**src/rtl/dbg_pkg.sv**
```systemverilog
// Shared definitions for the debug data-memory loader: protocol opcodes,
// the loader state encoding and the fixed header length.
package dbg_pkg;

    localparam logic [7:0] OP_WRITE  = 8'h57;
    localparam logic [7:0] OP_READ   = 8'h52;
    localparam logic [7:0] OP_GO     = 8'h47;
    localparam logic [7:0] RSP_ACK   = 8'h4B;

    // Header is addr[31:0] followed by len[15:0], both little-endian
    localparam int HDR_BYTES = 6;

    typedef enum logic [3:0] {
        ST_IDLE,
        ST_HDR,
        ST_WDATA,
        ST_WSETUP,
        ST_WPULSE,
        ST_WHOLD,
        ST_RPULSE,
        ST_RSEND,
        ST_ACK,
        ST_RUN
    } state_t;

endpackage

```
**src/rtl/byte_packer.sv**
```systemverilog
// Four-byte little-endian word buffer. Received bytes shift in from the top
// so the first byte ends up in bits [7:0]; read words load in parallel and
// shift out from the bottom, LSB first. A 2-bit counter tracks the byte lane.
module byte_packer
    import dbg_pkg::*;
(
    input  logic        clk,
    input  logic        rst,
    input  logic        clear,
    input  logic        shift_in,
    input  logic        shift_out,
    input  logic        load,
    input  logic [7:0]  in_byte,
    input  logic [31:0] load_word,
    output logic [31:0] word,
    output logic [1:0]  count
);

    // Word register and byte-lane counter; load wins over every other request
    always_ff @(posedge clk) begin
        if (rst) begin
            word  <= 32'h0;
            count <= 2'd0;
        end else if (load) begin
            word  <= load_word;
            count <= 2'd0;
        end else if (clear) begin
            word  <= 32'h0;
            count <= 2'd0;
        end else if (shift_in) begin
            word  <= {in_byte, word[31:8]};
            count <= count + 2'd1;
        end else if (shift_out) begin
            word  <= {8'h00, word[31:8]};
            count <= count + 2'd1;
        end
    end

endmodule

```
**src/rtl/dmem_loader.sv**
```systemverilog
// Host-side debug loader for the data memory. Decodes a byte-stream command
// protocol, writes or reads SRAM words through the debug_dmem_* port while the
// core is held in reset, and releases the core on a GO command.
module dmem_loader
    import dbg_pkg::*;
#(
    parameter int ADDR_W    = 16,
    parameter int WE_CYCLES = 1,
    parameter int RD_CYCLES = 1
)
(
    input  logic        clk,
    input  logic        rst,
    input  logic [7:0]  rx_data,
    input  logic        rx_valid,
    output logic        rx_ready,
    output logic [7:0]  tx_data,
    output logic        tx_valid,
    input  logic        tx_ready,
    output logic        cpu_hold,
    output logic        debug_dmem_oe,
    output logic        debug_dmem_we,
    output logic [31:0] debug_dmem_addr,
    output logic [31:0] debug_dmem_data,
    input  logic [31:0] dmem_rdata,
    output logic        err
);

    localparam logic [2:0] HDR_LAST = 3'(HDR_BYTES - 1);
    localparam logic [3:0] WE_LAST  = 4'(WE_CYCLES - 1);
    localparam logic [3:0] RD_LAST  = 4'(RD_CYCLES - 1);

    state_t              state;
    logic [2:0]          hdr_cnt;
    logic [ADDR_W-1:0]   addr;
    logic [15:0]         len;
    logic [3:0]          pulse_cnt;
    logic                is_write;

    logic                rx_fire;
    logic                tx_fire;
    logic [31:0]         addr_ins;
    logic [15:0]         len_ins;
    logic [15:0]         len_dec;
    logic [ADDR_W-1:0]   addr_inc;

    logic                pk_clear;
    logic                pk_shift_in;
    logic                pk_shift_out;
    logic                pk_load;
    logic [31:0]         pk_word;
    logic [1:0]          pk_count;

    assign rx_fire  = rx_valid & rx_ready;
    assign tx_fire  = tx_valid & tx_ready;
    assign len_dec  = len - 16'd1;
    assign addr_inc = addr + ADDR_W'(1);

    // Only the low ADDR_W address bits are kept, so the upper header bits drop out
    assign debug_dmem_addr = 32'(addr);
    assign debug_dmem_data = pk_word;

    // Packer control: start a fresh word after the header, shift RX bytes in,
    // load the SRAM word on the last oe cycle, shift TX bytes out as they go
    assign pk_clear     = (state == ST_HDR) && rx_fire && (hdr_cnt == HDR_LAST);
    assign pk_shift_in  = (state == ST_WDATA) && rx_fire;
    assign pk_load      = (state == ST_RPULSE) && (pulse_cnt == RD_LAST);
    assign pk_shift_out = (state == ST_RSEND) && tx_fire && (pk_count != 2'd3);

    // Drop the current header byte into its little-endian slot of addr or len
    always_comb begin
        addr_ins = 32'(addr);
        len_ins  = len;
        case (hdr_cnt)
            3'd0:    addr_ins[7:0]   = rx_data;
            3'd1:    addr_ins[15:8]  = rx_data;
            3'd2:    addr_ins[23:16] = rx_data;
            3'd3:    addr_ins[31:24] = rx_data;
            3'd4:    len_ins[7:0]    = rx_data;
            3'd5:    len_ins[15:8]   = rx_data;
            default: ;
        endcase
    end

    byte_packer u_packer (
        .clk       (clk),
        .rst       (rst),
        .clear     (pk_clear),
        .shift_in  (pk_shift_in),
        .shift_out (pk_shift_out),
        .load      (pk_load),
        .in_byte   (rx_data),
        .load_word (dmem_rdata),
        .word      (pk_word),
        .count     (pk_count)
    );

    // Command FSM; every output is registered and set on the transition into its state
    always_ff @(posedge clk) begin
        if (rst) begin
            state         <= ST_IDLE;
            hdr_cnt       <= 3'd0;
            addr          <= '0;
            len           <= 16'd0;
            pulse_cnt     <= 4'd0;
            is_write      <= 1'b0;
            cpu_hold      <= 1'b1;
            rx_ready      <= 1'b0;
            tx_valid      <= 1'b0;
            tx_data       <= 8'h00;
            debug_dmem_oe <= 1'b0;
            debug_dmem_we <= 1'b0;
            err           <= 1'b0;
        end else begin
            err <= 1'b0;
            case (state)
                ST_IDLE: begin
                    rx_ready <= 1'b1;
                    if (rx_fire) begin
                        case (rx_data)
                            OP_WRITE: begin
                                is_write <= 1'b1;
                                hdr_cnt  <= 3'd0;
                                state    <= ST_HDR;
                            end
                            OP_READ: begin
                                is_write <= 1'b0;
                                hdr_cnt  <= 3'd0;
                                state    <= ST_HDR;
                            end
                            OP_GO: begin
                                cpu_hold <= 1'b0;
                                rx_ready <= 1'b0;
                                state    <= ST_RUN;
                            end
                            default: err <= 1'b1;
                        endcase
                    end
                end

                ST_HDR: begin
                    if (rx_fire) begin
                        addr    <= addr_ins[ADDR_W-1:0];
                        len     <= len_ins;
                        hdr_cnt <= hdr_cnt + 3'd1;
                        if (hdr_cnt == HDR_LAST) begin
                            if (is_write) begin
                                if (len_ins == 16'd0) begin
                                    rx_ready <= 1'b0;
                                    tx_valid <= 1'b1;
                                    tx_data  <= RSP_ACK;
                                    state    <= ST_ACK;
                                end else begin
                                    state <= ST_WDATA;
                                end
                            end else begin
                                if (len_ins == 16'd0) begin
                                    state <= ST_IDLE;
                                end else begin
                                    rx_ready      <= 1'b0;
                                    debug_dmem_oe <= 1'b1;
                                    pulse_cnt     <= 4'd0;
                                    state         <= ST_RPULSE;
                                end
                            end
                        end
                    end
                end

                ST_WDATA: begin
                    if (rx_fire && (pk_count == 2'd3)) begin
                        rx_ready <= 1'b0;
                        state    <= ST_WSETUP;
                    end
                end

                ST_WSETUP: begin
                    debug_dmem_we <= 1'b1;
                    pulse_cnt     <= 4'd0;
                    state         <= ST_WPULSE;
                end

                ST_WPULSE: begin
                    if (pulse_cnt == WE_LAST) begin
                        debug_dmem_we <= 1'b0;
                        state         <= ST_WHOLD;
                    end else begin
                        pulse_cnt <= pulse_cnt + 4'd1;
                    end
                end

                ST_WHOLD: begin
                    addr <= addr_inc;
                    len  <= len_dec;
                    if (len_dec != 16'd0) begin
                        rx_ready <= 1'b1;
                        state    <= ST_WDATA;
                    end else begin
                        tx_valid <= 1'b1;
                        tx_data  <= RSP_ACK;
                        state    <= ST_ACK;
                    end
                end

                ST_RPULSE: begin
                    if (pulse_cnt == RD_LAST) begin
                        debug_dmem_oe <= 1'b0;
                        tx_valid      <= 1'b1;
                        tx_data       <= dmem_rdata[7:0];
                        state         <= ST_RSEND;
                    end else begin
                        pulse_cnt <= pulse_cnt + 4'd1;
                    end
                end

                ST_RSEND: begin
                    if (tx_fire) begin
                        if (pk_count == 2'd3) begin
                            tx_valid <= 1'b0;
                            addr     <= addr_inc;
                            len      <= len_dec;
                            if (len_dec != 16'd0) begin
                                debug_dmem_oe <= 1'b1;
                                pulse_cnt     <= 4'd0;
                                state         <= ST_RPULSE;
                            end else begin
                                rx_ready <= 1'b1;
                                state    <= ST_IDLE;
                            end
                        end else begin
                            tx_data <= pk_word[15:8];
                        end
                    end
                end

                ST_ACK: begin
                    if (tx_fire) begin
                        tx_valid <= 1'b0;
                        rx_ready <= 1'b1;
                        state    <= ST_IDLE;
                    end
                end

                ST_RUN: begin
                    cpu_hold      <= 1'b0;
                    rx_ready      <= 1'b0;
                    debug_dmem_oe <= 1'b0;
                    debug_dmem_we <= 1'b0;
                end

                default: state <= ST_IDLE;
            endcase
        end
    end

endmodule
```
**config.mk**
```make
export PLATFORM = sky130hd
export DESIGN_NAME = dmem_loader
export DESIGN_NICKNAME = d
export VERILOG_FILES = /design/src/rtl/dbg_pkg.sv /design/src/rtl/byte_packer.sv /design/src/rtl/dmem_loader.sv
export SDC_FILE = /design/constraint.sdc
export NUM_CORES = 1
export LEC_CHECK = 0
export ABC_AREA = 1
export ABC_CLOCK_PERIOD_IN_PS = 4080
export BUFFER_PORTS_ARGS = -buffer_cell sky130_fd_sc_hd__buf_4
export CORE_MARGIN = 4
export CORE_UTILIZATION = 55
export DETAILED_ROUTE_END_ITERATION = 10
export PLACE_DENSITY = 0.83
export SLEW_MARGIN = 0
export SYNTH_ARGS = -nofsm -noshare
export SYNTH_HDL_FRONTEND = slang
export SYNTH_SLANG_ARGS = --single-unit
```
**constraint.sdc**
```tcl
create_clock -name clk -period 4.08 [get_ports clk]
set_clock_uncertainty 0.05 [all_clocks]
set_input_delay 0.816 -clock clk [delete_from_list [all_inputs] [get_ports clk]]
set_output_delay 0.816 -clock clk [all_outputs]
set_load 0.05 [all_outputs]
```
==> qor.csv <==
metric,value,unit
status,"complete, no violations",
hp-class,reg -> reg,
slowest_delay,450,ps
synth_area,5890,um2
wl_per_cell,15.7,um
synth_area_per_cell,6.90,um2
maxCapViolCount,0,
yosysWarnings,0,
critPathSlowestCell,dfxtp_1,
vdd_ir_drop_max,0.000180,V
grt_setup_unrepaired,no,
row_count,37,
met2_length,7630,um
gp_congestion,1.00,
ctsHoldBuffers,0,
worstReg2RegEnd,addr[9],
cts_setup_buffers,0,
finalCritPeriodShare,0.644,
met3_length,1540,um
grt_max_degree,52,
grt_usage,0.268,
cp_common_cell,inv_2,
cts_resized,0,
die_h,111,um
ys_types,45,
netlist.top_cell.by_area,dfxtp_1,
clockRootBuffer,clkbuf_8,
path_class,reg -> reg,
hold_start,cpu_hold,
top_layer,met4,
start_util,0.568,
post-route-util,0.667,
final_nets,994,
cp.required,4310,ps
grt_pass1_vias,5775,
synth_top_area_frac,0.313,
io_pins,122,
area_growth,17.5,%
worst_pin_slew,635,ps
grt_antenna_before_repair,0,
ant_nets,0,
reg2reg_from,state[3],
post-dp-hpwl,12300,um
worstPathArrival,2860,ps
async_flop_share,0,
min_to,cpu_hold,
drc,0,
routed_via_density,5.69,
io_buffers,105,
yosys-top-cells-count,"nand2_1, nor2_1, dfxtp_1",
clk_latency,380,ps
setup_viol,0,
clock-sinks,92,
diodes,0,
worstSetupEndpointType,register,
rrSetupSlack,1450,ps
cts_tree,built,
p_per_area,263,nW/um2
finalSetupTns,0,ps
core_area,10400,um2
wl,17000,um
path_cells,"inv_2, nand2_4, nor2_4, inv_2, nor2_4, inv_2, nand3_2, nor2_1, buf_4, o21ai_0, o211ai_1, inv_1",
stdcell_count,1082,
grt_first_pass_wirelength,28100,um
drt_iter0_drc,686,
slew_viol_final,0,
yosys_register_bits,92,
synthFlopType,dfxtp_1,
cp-start-kind,register,
cts_buffers,9,
slew_headroom,0.576,
synth-edff-count,0,
clk_pin_slew_worst_paths,100,ps
drt_first_pass_iters,7,
synth.area.top_cells,"dfxtp_1, nand2_1, a221oi_2",
min_path_cells,2,
crit_fanout,23,
r2r_cells,12,
overflow,0,
yosysMostFrequentCell,nand2_1,
power_leakage,3.21,nW
yosysSeqAreaShare,0.313,
htreeDepth,3,
met1Wirelength,7450,um
max_freq,381,MHz
cts.path.max_buffers,2,
holdWs,407,ps
die-area,12400,um2
dpl.cell_count,1066,
cp.buffers_inverters,5,
path_delay_family,simple AND/OR/NAND/NOR gates,
drive_gt1_frac,0.229,
syn_inst,853,
finalHoldViolations,0,
finalWorstPathRequiredPeriod,2630,ps
die_x,111,um
dr_total_vias,6157,
==> worst reg2reg max path, cell delays in order (launching register included) <==
cell and delay, ps:
dfxtp_1 450, inv_2 90, nand2_4 120, nor2_4 90, inv_2 160, nor2_4 60, inv_2 120, nand3_2 410
nor2_1 440, buf_4 220, o21ai_0 110, o211ai_1 170, inv_1 50
==> worst max-delay path by stage <==
stage                     startpoint                to  slack, ps  depth (start not counted)
after global routing        state[1]           addr[9]       1200                         14
after detailed placement    rx_valid  u_packer.word[8]       1170                          9
final                       state[3]           addr[9]       1450                         12
after CTS                   state[3]           addr[9]       1490                         12
after global placement      rx_valid           addr[9]       1210                         13
after floorplan              addr[0]          addr[14]       1830                         10
==> cell families after synthesis <==
kind of cell    count (synthesis)  synth area share
compound gates                198             0.248
xor+xnor                        8            0.0119
fa+ha+maj                       9            0.0191
buf+inv                       142             0.109
flops                          92             0.313
other cells                     1          0.000637
simple gates                  403             0.299
==> per-stage QoR <==
| step | setup WS (ps) | area [um2] | total power [mW] |
|---|---|---|---|
| floorplan | 1830 | 5950 | 1.02 |
| global placement | 1210 | 6670 | 1.07 |
| detailed placement | 1170 | 6670 | 1.07 |
| CTS | 1490 | 6920 | 1.82 |
| global route | 1200 | 6920 | 1.88 |
| finish | 1450 | 6920 | 1.82 |
==> power by group <==
part / switching (mW) / internal, mW / leakage, nW / total, mW
Combinational: 0.104 / 0.0447 / 2.34 / 0.149
Sequential: 0.00314 / 0.900 / 0.741 / 0.903
Clock: 0.343 / 0.428 / 0.124 / 0.771
Total: 0.450 / 1.37 / 3.21 / 1.82
==> sequential cells by signal, summed over array words and instances (netlist names), 2 cells and up <==
signal	flops
pulse_cnt	4
u_packer.word	32
u_packer.count	2
addr	16
state	4
hdr_cnt	3
tx_data	8
len	16
==> cells in the final DEF (no fill, tap or decap), types with 2 or more instances in the layout <==
cell       count
nand3_2        2
inv_2         19
o21ai_1       19
ha_1           9
nand4_1        9
conb_1        16
o211ai_1       6
nor2_1       123
o22ai_1        2
nand3_1       38
buf_4        111
bufinv_16      3
xor2_1         6
a311oi_1       2
a21oi_1       57
a221oi_2      32
dfxtp_1       92
nand3b_1       3
a211oi_2       8
clkbuf_8      10
inv_1         73
a221oi_1       8
nor4_1         3
nand2_4        4
a31oi_1        7
nand2_1      180
o21ai_0       51
nand2_2       10
nor2_4         5
nor3_1        16
a211oi_1       2
xnor2_1        2
nor2_2         5
==> metal layers <==
layer / GRT usage / vias to the layer above
met5: 0 / -
met2: 0.429 / 306
met1: 0.365 / 2809
met3: 0.0549 / 33
met4: 0.0819 / 0
li1: - / 3009
==> layout make-up <==
class | instances | area [um2]
Fill cell | 898 | 3450
Inverter | 93 | 349
Sequential cell | 92 | 1840
Tap cell | 136 | 170
Multi-Input combinational cell | 634 | 3470
Timing Repair Buffer | 111 | 833
Clock inverter | 5 | 108
Clock buffer | 11 | 141
No activity file was read; power rests on OpenSTA's default activity.
